File: config.mk
export PLATFORM = sky130hd
export DESIGN_NAME = remote_comm
export DESIGN_NICKNAME = d
export VERILOG_FILES = /design/src/rtl/remote_comm.sv
export SDC_FILE = /design/constraint.sdc
export NUM_CORES = 1
export LEC_CHECK = 0
export CAP_MARGIN = 0
export CORE_MARGIN = 1.5
export CORE_UTILIZATION = 40
export DETAILED_ROUTE_END_ITERATION = 7
export DONT_BUFFER_PORTS = 1
export PLACE_DENSITY = 0.51
export SYNTH_ARGS = -nofsm -noshare
export SYNTH_HDL_FRONTEND = slang
export SYNTH_SLANG_ARGS = --single-unit
File: constraint.sdc
create_clock -name clk -period 4.1 [get_ports clk]
set_input_delay 0.205 -clock clk [delete_from_list [all_inputs] [get_ports clk]]
set_output_delay 0.205 -clock clk [all_outputs]
set_load 0.05 [all_outputs]
File: src/rtl/remote_comm.sv
// remote_comm: 16-bit command sender (two 8N1 bytes, high byte first)
// plus an independent 8N1 response byte receiver.
module remote_comm #(
    parameter int BAUD_DIV = 2604
) (
    input  logic        clk,
    input  logic        rst_n,
    input  logic [15:0] cmd,
    input  logic        snd_cmd,
    output logic        cmd_snt,
    output logic        TX,
    input  logic        RX,
    output logic [7:0]  resp,
    output logic        resp_rdy
);

    localparam logic [11:0] BAUD_LAST = 12'(BAUD_DIV - 1);
    localparam logic [11:0] HALF_LAST = 12'(BAUD_DIV / 2 - 1);

    typedef enum logic [1:0] {
        IDLE,
        HIGH,
        LOW
    } ctl_state_t;

    typedef enum logic [1:0] {
        RX_IDLE,
        RX_START,
        RX_DATA,
        RX_STOP
    } rx_state_t;

    // control FSM
    ctl_state_t  r_state;
    ctl_state_t  w_state_nxt;
    logic        w_accept;
    logic        w_load;
    logic [7:0]  w_load_byte;
    logic        w_set_snt;
    logic [7:0]  r_low_byte;
    logic        r_cmd_snt;

    // transmitter
    logic        r_tx;
    logic        r_tx_busy;
    logic [7:0]  r_tx_shift;
    logic [3:0]  r_tx_bit;
    logic [11:0] r_tx_baud;
    logic        w_tx_done;

    // receiver
    logic        r_rx_meta;
    logic        r_rx_sync;
    logic        r_rx_prev;
    logic        w_rx_fall;
    rx_state_t   r_rx_state;
    rx_state_t   w_rx_state_nxt;
    logic [11:0] r_rx_baud;
    logic [2:0]  r_rx_bits;
    logic [7:0]  r_rx_shift;
    logic        w_rx_clr;
    logic        w_rx_start_ok;
    logic        w_rx_shift_en;
    logic        w_rx_done;
    logic [7:0]  r_resp;
    logic        r_resp_rdy;

    // last clock of the stop bit of the byte on the line
    assign w_tx_done = r_tx_busy
                    && (r_tx_baud == BAUD_LAST)
                    && (r_tx_bit == 4'd9);

    // control state register
    always_ff @(posedge clk or negedge rst_n) begin
        if (!rst_n) begin
            r_state <= IDLE;
        end else begin
            r_state <= w_state_nxt;
        end
    end

    // control next state; byte 2 loads on byte 1's last stop clock
    always_comb begin
        w_state_nxt = r_state;
        w_accept    = 1'b0;
        w_load      = 1'b0;
        w_load_byte = cmd[15:8];
        w_set_snt   = 1'b0;
        unique case (r_state)
            IDLE: begin
                if (snd_cmd) begin
                    w_accept    = 1'b1;
                    w_load      = 1'b1;
                    w_load_byte = cmd[15:8];
                    w_state_nxt = HIGH;
                end
            end
            HIGH: begin
                if (w_tx_done) begin
                    w_load      = 1'b1;
                    w_load_byte = r_low_byte;
                    w_state_nxt = LOW;
                end
            end
            LOW: begin
                if (w_tx_done) begin
                    w_set_snt   = 1'b1;
                    w_state_nxt = IDLE;
                end
            end
            default: begin
                w_state_nxt = IDLE;
            end
        endcase
    end

    // low byte capture and sent flag
    always_ff @(posedge clk or negedge rst_n) begin
        if (!rst_n) begin
            r_low_byte <= 8'h00;
            r_cmd_snt  <= 1'b0;
        end else if (w_accept) begin
            r_low_byte <= cmd[7:0];
            r_cmd_snt  <= 1'b0;
        end else if (w_set_snt) begin
            r_cmd_snt  <= 1'b1;
        end
    end

    // TX shifter: ones shifted in behind the data form the stop bit
    always_ff @(posedge clk or negedge rst_n) begin
        if (!rst_n) begin
            r_tx       <= 1'b1;
            r_tx_busy  <= 1'b0;
            r_tx_shift <= 8'hFF;
            r_tx_bit   <= 4'd0;
            r_tx_baud  <= 12'd0;
        end else if (w_load) begin
            r_tx       <= 1'b0;
            r_tx_busy  <= 1'b1;
            r_tx_shift <= w_load_byte;
            r_tx_bit   <= 4'd0;
            r_tx_baud  <= 12'd0;
        end else if (r_tx_busy) begin
            if (r_tx_baud == BAUD_LAST) begin
                r_tx_baud <= 12'd0;
                if (r_tx_bit == 4'd9) begin
                    r_tx_busy <= 1'b0;
                    r_tx      <= 1'b1;
                end else begin
                    r_tx_bit   <= r_tx_bit + 4'd1;
                    r_tx       <= r_tx_shift[0];
                    r_tx_shift <= {1'b1, r_tx_shift[7:1]};
                end
            end else begin
                r_tx_baud <= r_tx_baud + 12'd1;
            end
        end
    end

    // RX synchronizer plus one history flop for edge detect
    always_ff @(posedge clk or negedge rst_n) begin
        if (!rst_n) begin
            r_rx_meta <= 1'b1;
            r_rx_sync <= 1'b1;
            r_rx_prev <= 1'b1;
        end else begin
            r_rx_meta <= RX;
            r_rx_sync <= r_rx_meta;
            r_rx_prev <= r_rx_sync;
        end
    end

    assign w_rx_fall = r_rx_prev & ~r_rx_sync;

    // receiver state register
    always_ff @(posedge clk or negedge rst_n) begin
        if (!rst_n) begin
            r_rx_state <= RX_IDLE;
        end else begin
            r_rx_state <= w_rx_state_nxt;
        end
    end

    // receiver next state and sample strobes
    always_comb begin
        w_rx_state_nxt = r_rx_state;
        w_rx_clr       = 1'b0;
        w_rx_start_ok  = 1'b0;
        w_rx_shift_en  = 1'b0;
        w_rx_done      = 1'b0;
        unique case (r_rx_state)
            RX_IDLE: begin
                if (w_rx_fall) begin
                    w_rx_clr       = 1'b1;
                    w_rx_state_nxt = RX_START;
                end
            end
            RX_START: begin
                if (r_rx_baud == HALF_LAST) begin
                    w_rx_clr = 1'b1;
                    if (r_rx_sync) begin
                        w_rx_state_nxt = RX_IDLE;
                    end else begin
                        w_rx_start_ok  = 1'b1;
                        w_rx_state_nxt = RX_DATA;
                    end
                end
            end
            RX_DATA: begin
                if (r_rx_baud == BAUD_LAST) begin
                    w_rx_clr      = 1'b1;
                    w_rx_shift_en = 1'b1;
                    if (r_rx_bits == 3'd7) begin
                        w_rx_state_nxt = RX_STOP;
                    end
                end
            end
            RX_STOP: begin
                if (r_rx_baud == BAUD_LAST) begin
                    w_rx_clr       = 1'b1;
                    w_rx_done      = 1'b1;
                    w_rx_state_nxt = RX_IDLE;
                end
            end
            default: begin
                w_rx_state_nxt = RX_IDLE;
            end
        endcase
    end

    // receiver baud/bit counters and data shifter
    always_ff @(posedge clk or negedge rst_n) begin
        if (!rst_n) begin
            r_rx_baud  <= 12'd0;
            r_rx_bits  <= 3'd0;
            r_rx_shift <= 8'h00;
        end else begin
            if (w_rx_clr || (r_rx_state == RX_IDLE)) begin
                r_rx_baud <= 12'd0;
            end else begin
                r_rx_baud <= r_rx_baud + 12'd1;
            end
            if (w_rx_start_ok) begin
                r_rx_bits <= 3'd0;
            end else if (w_rx_shift_en) begin
                r_rx_bits <= r_rx_bits + 3'd1;
            end
            if (w_rx_shift_en) begin
                r_rx_shift <= {r_rx_sync, r_rx_shift[7:1]};
            end
        end
    end

    // response register; a delivered byte wins over any clear
    always_ff @(posedge clk or negedge rst_n) begin
        if (!rst_n) begin
            r_resp     <= 8'h00;
            r_resp_rdy <= 1'b0;
        end else if (w_rx_done) begin
            r_resp     <= r_rx_shift;
            r_resp_rdy <= 1'b1;
        end else if (w_accept || w_rx_start_ok) begin
            r_resp_rdy <= 1'b0;
        end
    end

    assign TX       = r_tx;
    assign cmd_snt  = r_cmd_snt;
    assign resp     = r_resp;
    assign resp_rdy = r_resp_rdy;

endmodule

==> results.toml <==
[pwr]
power.density_nw_per_um2 = 402
vdd_ir_drop_max_uv = 178
leakage_nw = 1.80
power_mw = 1.62

[yosys]
synth-edff-count = 0
ys_seq_area_share_pct = 52.3
synth_warnings = 0
syn_nets = 368
syn-instance-count = 341
yosys.area.top_type = "dfrtp_1"
async_flop_share_pct = 100
netlist.area_leader.share_pct = 43.5
netlist_area_um2 = 3570
synthDistinctLibCells = 54
synth.area.top_cells = "dfrtp_1 43%, dfstp_2 8.8%, nand2_1 4.8%"
synth_seq_cells = 74
synth_ff_type = "dfrtp_1"
synth_area_per_cell_um2 = 10.5

[finish]
syn2layout_area_growth_pct = 13.0
nNetsFinal = 385
final_area_um2 = 4030
layout-drive-gt1-share_pct = 12.9
antenna_cells = 0
n_fill_cell = 834
finalNonFillerCells = 471

[hold_path]
hp-class = "primary input to register"
hold_start = "snd_cmd"

[placement]
io_buffers = 0
post-dp-hpwl_um = 4670
gp_congestion = 0.765
place_inst = 436
dpl_cell_area_um2 = 3640

[critical_path]
worstReg2RegStart = "r_tx_baud[0]"
max_stage_delay_ps = 630
worst_path_max_delay_cell = "and4_1"
setup.worst_path.start = "r_tx_baud[0]"
worstSetupEndpointType = "register"
start_kind = "register"
critPathTopFamily = "simple AND/OR/NAND/NOR gates"
arrival_ps = 2550
worstSetupPathType = "register to register"
cp.required_ps = 4370
crit_chain = "ha_1, nor4b_4, and4_1, a31oi_1, a32oi_1"
path_buf_inv = 0
cp_max_fo = 18

[timing]
fmax_ghz = 0.438
whs_ps = 86.5
hold_violations = 0
setup_viol = 0
finalSetupTns_ps = 0
worst_pin_slew_ps = 1040
clock_skew_ps = 11.0
post-route-period-util_pct = 55.7
rsz0062_at_grt = "false"
timing.slew.headroom_pct = 30.8
slew_viol_final = 0
min_period_ps = 2280

[cts]
clkSlewWorstSetupHoldPaths_ps = 90
cts_tree = "done"
cts_buffers = 9
postCtsResizedCells = 0
htree_levels = 3
cts_hold_buf = 19
clock_latency_ps = 350
root_buffer = "clkbuf_8"
clkSinkCount = 74
clk_path_buf_depth = 2
cts_setup_buffers = 0

[routing]
vias_per_cell = 5.43
firstDrtPassIters = 4
totalWireLength_um = 7280
first_iter_violations = 121
ant_nets = 0
vias = 2559
route.detailed.drc = 0
wl_per_cell_um = 15.5

[global_routing]
grt-ovfl-total = 0
grt_pass1_vias = 2524
grt_pass1_wl_um = 12600
grt_max_degree = 75
grt_antenna_before_repair = 0
grt_use_total_pct = 16.5

[floorplanning]
fp.dieW_um = 97.5
start_util_pct = 41.1
dieArea_um2 = 9500
rows = 34
die_y_um = 97.5
num_io_pins = 31
core_um2 = 8680

[outcome]
status = "finished clean"

[job]
max_cap_viol_count = 0
[placed cells by master (no fill, tap or decap), types with 6 or more instances in the layout]
master         count
xor2_1             9
dlygate4sd3_1     18
or3_1              9
nand3_1           11
nand4_1            7
a32oi_1            7
o211ai_1           7
nand2_1           46
o21ai_0           12
inv_1             13
mux2_2             8
a31oi_1            8
clkbuf_8           9
mux2_1             8
dfstp_2           12
ha_1               7
nor2_1            25
xnor2_1            6
dfrtp_1           62
a21oi_1           16
[routing by layer]
| layer | track usage, % | routed length (um) | vias up |
|---|---|---|---|
| met5 | 0 | 0 | - |
| met4 | 6.59 | 94 | 0 |
| met3 | 3.31 | 227 | 8 |
| met2 | 23.3 | 3130 | 42 |
| met1 | 24.8 | 3830 | 1248 |
| li1 | - | - | 1261 |
[power breakdown]
part           total, mW  switching, mW  internal [mW]  leakage (nW)
Combinational      0.207          0.109         0.0981         0.758
Sequential         0.888         0.0786          0.809         0.953
Clock              0.528          0.298          0.230        0.0884
Total               1.62          0.486           1.14          1.80
[kinds of logic after synthesis]
| logic type | Yosys count | synth area share (%) |
|---|---|---|
| simple gates | 134 | 20.2 |
| flops | 74 | 52.3 |
| compound gates | 66 | 12.4 |
| buf+inv | 27 | 3.37 |
| mux | 18 | 5.61 |
| xor+xnor | 15 | 3.68 |
| fa+ha+maj | 7 | 2.45 |
[final timing paths]
path	endpoint	slack, ps	cells after the start
setup / recovery	r_tx_shift[4]	1820	5
hold / removal	cmd_snt	90	3
setup reg to reg	r_tx_shift[4]	1820	5
hold reg to reg	r_rx_sync	360	0
max in group asynchronous	TX	3340	2
min in group asynchronous	r_rx_baud[7]	400	2
[registers in the layout, summed over array words and instances (netlist names), named ones only]
name / cells
resp: 8
cmd_snt: 1
r_rx_prev: 1
r_low_byte: 8
r_tx_shift: 8
r_rx_meta: 1
r_tx_bit: 4
TX: 1
r_tx_baud: 12
r_rx_baud: 12
r_rx_bits: 3
r_state: 2
r_rx_shift: 8
r_rx_state: 1
r_tx_busy: 1
r_rx_sync: 1
resp_rdy: 1
[metrics by stage]
stage               setup slack, ps  utilization (%)
floorplan                      2460                -
global placement               1950             42.0
detailed placement             1850             42.0
CTS                            1820             46.5
global route                   1570             46.5
finish                         1820             46.5
[final cells by class]
cell class / instances / area (um^2) / share of cell area (%)
sequential: 74 / 1870 / 46.3
multi-input combinational: 240 / 1580 / 39.2
timing repair buffer: 20 / 215 / 5.33
tap: 108 / 135 / 3.35
clock buffer: 9 / 124 / 3.07
clock inverter: 7 / 61.3 / 1.52
inverter: 13 / 48.8 / 1.21
[synthesized netlist by cell type (all sizes together) (2+ instances only)]
cell / number
nor2b: 2
nor4bb: 2
and2: 4
clkbuf: 5
nand4: 8
and3: 5
a21oi: 16
a41oi: 2
or3: 9
ha: 7
a32oi: 7
xnor2: 6
and4: 2
nor3: 4
mux2i: 2
dfrtp: 62
nand3: 12
nor4b: 3
a31oi: 8
nor3b: 4
o21ai: 14
nand2: 46
buf: 9
inv: 13
o211ai: 7
mux2: 16
dfstp: 12
nor2: 25
and3b: 3
o2111ai: 3
xor2: 9
[worst reg2reg max path: cells and delay by family, from the launching register on]
| kind | cells | cell delay (ps) |
|---|---|---|
| simple gates | 2 | 920 |
| compound gates | 2 | 670 |
| flops | 1 | 400 |
| fa+ha+maj | 1 | 220 |
No activity file was read; power rests on OpenSTA's default activity.
